===== src/rtl/sqrt_seq.sv =====
// rtl/sqrt_seq.sv - sequential restoring integer square root, one root bit per clock
// Optional round-to-nearest on completion: define SQRT_ROUND_EN.
module sqrt_seq #(
  parameter int DW = 16
) (
  input  logic            clk,
  input  logic            reset,
  input  logic            start,
  input  logic [DW-1:0]   D,
  output logic [DW/2-1:0] Q,
  output logic [DW/2:0]   remainder,
  output logic            round_up,
  output logic            busy,
  output logic            ready
);

  localparam int QW = DW / 2;
  localparam int CW = $clog2(QW + 1);

  typedef enum logic [1:0] {S_IDLE, S_CALC, S_DONE} state_t;

  state_t          r_state;
  logic [DW-1:0]   r_dreg;
  logic [QW+1:0]   r_rem;
  logic [QW-1:0]   r_root;
  logic [CW-1:0]   r_iter;

  logic [QW+1:0]   w_rshift;
  logic [QW+1:0]   w_trial;
  logic            w_ge;
  logic [QW+1:0]   w_rem_nx;
  logic [QW-1:0]   w_root_nx;
  logic [QW-1:0]   w_q_out;
  logic            w_rup;
  logic            w_accept;

  // Restoring step: bring down the next radicand digit pair and try subtracting 4w+1.
  assign w_rshift  = (r_rem << 2) | {{QW{1'b0}}, r_dreg[DW-1:DW-2]};
  assign w_trial   = {r_root, 2'b01};
  assign w_ge      = (w_rshift >= w_trial);
  assign w_rem_nx  = w_ge ? (w_rshift - w_trial) : w_rshift;
  assign w_root_nx = (r_root << 1) | {{(QW-1){1'b0}}, w_ge};

`ifdef SQRT_ROUND_EN
  logic w_round;
  assign w_round = ({1'b0, w_root_nx} < w_rem_nx[QW:0]) && (w_root_nx != {QW{1'b1}});
  assign w_q_out = w_root_nx + {{(QW-1){1'b0}}, w_round};
  assign w_rup   = w_round;
`else
  assign w_q_out = w_root_nx;
  assign w_rup   = 1'b0;
`endif

  assign w_accept = start && (r_state != S_CALC);

  always_ff @(posedge clk or posedge reset) begin
    if (reset) begin
      r_state   <= S_IDLE;
      r_dreg    <= '0;
      r_rem     <= '0;
      r_root    <= '0;
      r_iter    <= '0;
      Q         <= '0;
      remainder <= '0;
      round_up  <= 1'b0;
      busy      <= 1'b0;
      ready     <= 1'b0;
    end else begin
      case (r_state)
        S_CALC: begin
          r_dreg <= r_dreg << 2;
          r_rem  <= w_rem_nx;
          r_root <= w_root_nx;
          if (r_iter == '0) begin
            r_state   <= S_DONE;
            Q         <= w_q_out;
            remainder <= w_rem_nx[QW:0];
            round_up  <= w_rup;
            busy      <= 1'b0;
            ready     <= 1'b1;
          end else begin
            r_iter <= r_iter - 1'b1;
          end
        end
        default: begin
          ready <= 1'b0;
          if (w_accept) begin
            r_state <= S_CALC;
            r_dreg  <= D;
            r_rem   <= '0;
            r_root  <= '0;
            r_iter  <= CW'(QW - 1);
            busy    <= 1'b1;
          end else begin
            r_state <= S_IDLE;
            busy    <= 1'b0;
          end
        end
      endcase
    end
  end

endmodule


===== config.mk =====
export PLATFORM = sky130hd
export DESIGN_NAME = sqrt_seq
export DESIGN_NICKNAME = d
export VERILOG_FILES = /design/src/rtl/sqrt_seq.sv
export SDC_FILE = /design/constraint.sdc
export NUM_CORES = 1
export LEC_CHECK = 0
export CAP_MARGIN = 30
export CORE_MARGIN = 2
export CORE_UTILIZATION = 55
export DETAILED_ROUTE_END_ITERATION = 7
export GPL_TIMING_DRIVEN = 0
export PLACE_DENSITY = 0.9
export REMOVE_ABC_BUFFERS = 1
export SLEW_MARGIN = 20
export SYNTH_ARGS = -nofsm -noshare
export SYNTH_HDL_FRONTEND = slang
export SYNTH_SLANG_ARGS = --single-unit

===== constraint.sdc =====
create_clock -name clk -period 2.6 [get_ports clk]
set_input_delay 0.52 -clock clk [delete_from_list [all_inputs] [get_ports clk]]
set_output_delay 0.52 -clock clk [all_outputs]
set_load 0.005 [all_outputs]

# Word-level counts from Yosys, hierarchy flattened

Cells that the tools add are included.

Multiplexer cells: 18
Reduce and logical (&&, ||, !) cells: 5
$add $sub $neg: 2
Bitwise operators: 2
$lt $le $gt $ge: 1
Equality and inequality tests: 4

Operators by type and width:

| operator                                                                | count |
|---|---|
| 16-bit two-way mux                                                      | 2 |
| 8-bit two-way mux                                                       | 4 |
| 4-bit two-way mux                                                       | 3 |
| 10-bit >= comparator                                                    | 1 |
| 10-bit by 2-bit bitwise OR with 10-bit output                           | 1 |
| 9-bit two-way mux                                                       | 1 |
| 9-bit subtractor                                                        | 1 |
| 8-bit by 1-bit bitwise OR with 8-bit output                             | 1 |
| 1-bit two-way mux                                                       | 6 |
| 4-bit logical NOT                                                       | 1 |
| 2-bit two-way mux                                                       | 2 |
| 2-bit inequality test, second input constant                            | 2 |
| 2-bit AND reduction                                                     | 2 |
| 4-bit by 1-bit subtractor with 4-bit output, second input constant      | 1 |
| 2-bit by 1-bit equality test with 1-bit output, second input constant   | 1 |
| 2-bit by 1-bit inequality test with 1-bit output, second input constant | 1 |
| 2-bit nonzero test                                                      | 1 |
| 1-bit logical AND                                                       | 1 |

Input port bits: 19
Output and inout bits: 20
Word-level logic and storage cells: 41
Register bits after elaboration: 57

# Logic depth before layout (Yosys ltp)

Depth in word-level cells: 4
Depth in mapped cells: 9
Gate-level depth less buffers: 8

# Worst setup path after synthesis

Ideal clock, no wire load.

Kind: reg2reg
From: reg r_rem[3]
To: reg r_rem[2]
Data required time: 2.466 ns
Clock period less this slack: 1.806 ns
Data arrival time: 1.673 ns
Buffers on the path: 2
Stages on the path, launching flop included: 9
Library setup time: 0.134 ns
Setup slack: 0.794 ns
Cells stage by stage: dfrtp_1 -> ha_1 -> buf_6 -> o21ai_0 -> a211oi_2 -> o21ai_2 -> buf_6 -> a41oi_1 -> o31ai_1

Cells in the longest elaborated chain, start to end: 4

Ends and longest elaborated chain:

| what                                          | line | text |
|---|---|---|
| start: declaration                            | 24   | `logic [QW+1:0] r_rem;` |
| start signal: assignment                      | 72   | `r_rem <= w_rem_nx;` |
| 10-bit by 2-bit bitwise OR with 10-bit output | 38   | `assign w_rshift = (r_rem << 2) \| {{QW{1'b0}}, r_dreg[DW-1:DW-2]};` |
| 10-bit >= comparator                          | 40   | `assign w_ge = (w_rshift >= w_trial);` |
| 9-bit two-way mux                             | 41   | `assign w_rem_nx = w_ge ? (w_rshift - w_trial) : w_rshift;` |
| 8-bit two-way mux                             | 69   | `case (r_state)` |

Every way passes these cells.
A chain may end at the register's enable or synchronous reset.

# Worst setup path in the final report

From: reg r_rem[3]
To: reg remainder[4]

Cells in the longest elaborated chain, start to end: 3

Ends and longest elaborated chain:

| what                                          | line | text |
|---|---|---|
| 10-bit by 2-bit bitwise OR with 10-bit output | 38   |  |
| 10-bit >= comparator                          | 40   |  |
| 9-bit two-way mux                             | 41   |  |
| end signal: assignment                        | 77   | `remainder <= w_rem_nx[QW:0];` |
| end: declaration                              | 11   | `output logic [DW/2:0] remainder,` |

Every way passes these cells.

==> flow_summary.json <==
{
  "hold_viol": 0,
  "first_iter_violations": 237,
  "grt_max_degree": 35,
  "synth_area_per_cell_um2": 9.38,
  "worstSetupPathType": "reg -> reg",
  "start_kind": "flop",
  "path_max_fanout": 15,
  "initial_core_util": 0.567,
  "setup_tns_ns": 0,
  "slew_headroom": 0.569,
  "ir_worst_vdd_mv": 0.738,
  "placed_area_mm2": 0.00329,
  "min_period_over_period": 0.867,
  "drive_gt1_frac": 0.0595,
  "fp.dieW_um": 76.4,
  "post_drt_wl_per_cell_um": 14.1,
  "h-tree-depth": 2,
  "place.gp.congestion": 0.895,
  "cts_buffers": 5,
  "slew_viol_final": 0,
  "dp_hpwl_um": 4140,
  "synth_edf_count": 0,
  "critPathCaptureType": "flop",
  "yosys.area.top_type": "dfrtp_1",
  "p_leak_nw": 1.51,
  "drtPass1Iterations": 4,
  "finClkSkew_ns": 0.00853,
  "period_minus_slack_ns": 2.26,
  "drt_wl_total_um": 5710,
  "cts_tree": "yes",
  "drc_errors": 0,
  "synth_commonest_cells": "55 x dfrtp_1, 45 x nand2_1, 30 x o21ai_0",
  "setup_viol": 0,
  "drv_cap": 0,
  "drt-vias-per-instance": 5.64,
  "diodes": 0,
  "crit_required_ns": 2.81,
  "design_area_mm2": 0.00338,
  "post_cts_buffers": 0,
  "antenna_found_initial": 0,
  "ys_seq_area_frac": 0.478,
  "port_buffers": 37,
  "die-area_mm2": 0.00583,
  "root_buffer": "clkbuf_8",
  "synth_area_leaders": "dfrtp_1 48%, nand2_1 5.9%, mux2i_1 5.6%",
  "coreArea_mm2": 0.00507,
  "syn2layout_area_growth_pct": 17.3,
  "hold_class": "reg -> reg",
  "grt_pass1_vias": 2249,
  "clk_latency_ns": 0.31,
  "via_count": 2290,
  "gr-total-overflow": 0,
  "rsz0062_at_grt": "false",
  "num_rows": 26,
  "power_density_mw_per_mm2": 1410,
  "clock-sinks": 55,
  "ys_warn_count": 0,
  "netlist_area_mm2": 0.00288,
  "ys_types": 42,
  "arrival_ns": 2.47,
  "synth_seq_cells": 55,
  "netlist.area_leader.share": 0.478,
  "yosysMostFrequentCell": "dfrtp_1",
  "fmax_mhz": 443,
  "synth_async_sr_flop_share": 1.00,
  "clock_path_buffers": 2,
  "worstMarginPinSlew_ns": 0.646,
  "final_nets": 366,
  "ios": 39,
  "status": "finished clean",
  "clk_pin_slew_ns": 0.10,
  "dpl_worst_slack_ns": 0.248,
  "grt_use_total": 0.214,
  "synthCells": 307,
  "ys.flop_type": "dfrtp_1",
  "antenna_left": 0,
  "layout_setup_ws_ns": 0.345,
  "die_h_um": 76.4,
  "grt_pass1_wl_um": 10200
}
[layout by cell type, fill, tap and decap left out, drive strengths merged, types with 3 or more instances in the layout]
cell type and count:
o31ai 14, buf 3, o21ai 32, a21oi 17, ha 12, nand2 45, nor2 20, o211ai 6
nand3 10, nor3 5, clkdlybuf4s50 36, dfrtp 55, clkbuf 7, and3 3, a31oi 6, mux2i 16
inv 18, a41oi 4, xor2 3, o21a 3
[repair_timing]
item / CTS / global route
gates resized for setup: 0 / 1
endpoints found under the hold margin: 0 / 0
endpoints found under the setup margin: 0 / 4
hold buffers: 0 / 0
[metrics by stage]
stage          hold WS [ns]  total power, W  utilization  instances
5_1_grt               0.506         0.00520        0.665        406
4_1_cts               0.488         0.00476        0.665        406
3_5_place_dp          0.465         0.00429        0.649        398
6_report              0.485         0.00474        0.665        406
2_1_floorplan         0.449         0.00341            -        289
3_3_place_gp          0.455         0.00409        0.639        396
[registers in the layout, indices dropped and copies added (netlist names)]
name / flops
ready: 1
r_iter: 4
remainder: 9
r_state: 1
r_rem: 8
r_dreg: 16
r_root: 8
Q: 8
[kinds of logic after synthesis]
kind of cell    after synthesis  share of synthesized area
flops                        55                      0.478
mux                          17                     0.0595
other cells                   1                    0.00130
compound gates               90                      0.203
xor+xnor                      4                     0.0122
simple gates                 91                      0.136
fa+ha+maj                    12                     0.0521
buf+inv                      37                     0.0578
[report_power, final]
group          switching, W  total, W  internal [W]
combinational       0.00158   0.00276       0.00118
sequential         0.000261   0.00152       0.00126
clock              0.000271  0.000461      0.000190
total               0.00212   0.00474       0.00263
[worst max-delay path: stages, from the launching register on]
cell     delay [ns]
dfrtp_1        0.44
ha_1           0.41
a21oi_1        0.22
nand2_1        0.12
o21ai_2        0.52
a21oi_1        0.18
o31ai_1        0.27
[layout make-up]
cell class / instances / area (µm²)
clock buffers: 7 / 76.3
clock inverters: 1 / 5.00
fillers: 417 / 1700
inverters: 19 / 71.3
multi-input cells: 215 / 1350
flip-flops and latches: 55 / 1380
well taps: 70 / 87.6
repair buffers: 39 / 413
[per-layer routing]
layer  share of wire  GRT usage  vias to the layer above  wire length (µm)
li1                -          -                     1137                 -
met4           0.026     0.0709                        0               150
met5               0          0                        -                 0
met3           0.046     0.0474                       16               261
met1            0.42      0.264                     1077              2380
met2            0.51      0.372                       60              2910
[final timing paths]
| path | start | endpoint | slack (ns) | cells after the start |
|---|---|---|---|---|
| min reg2reg | Q[6] | Q[6] | 0.48 | 2 |
| max reg2reg | r_rem[3] | remainder[4] | 0.34 | 6 |
| max in group asynchronous | reset | remainder[5] | 1.48 | 3 |
| min | Q[6] | Q[6] | 0.48 | 2 |
| min in group asynchronous | reset | r_dreg[11] | 0.57 | 2 |
| max | r_rem[3] | remainder[4] | 0.34 | 6 |
Power figures use the tool's default switching activity.
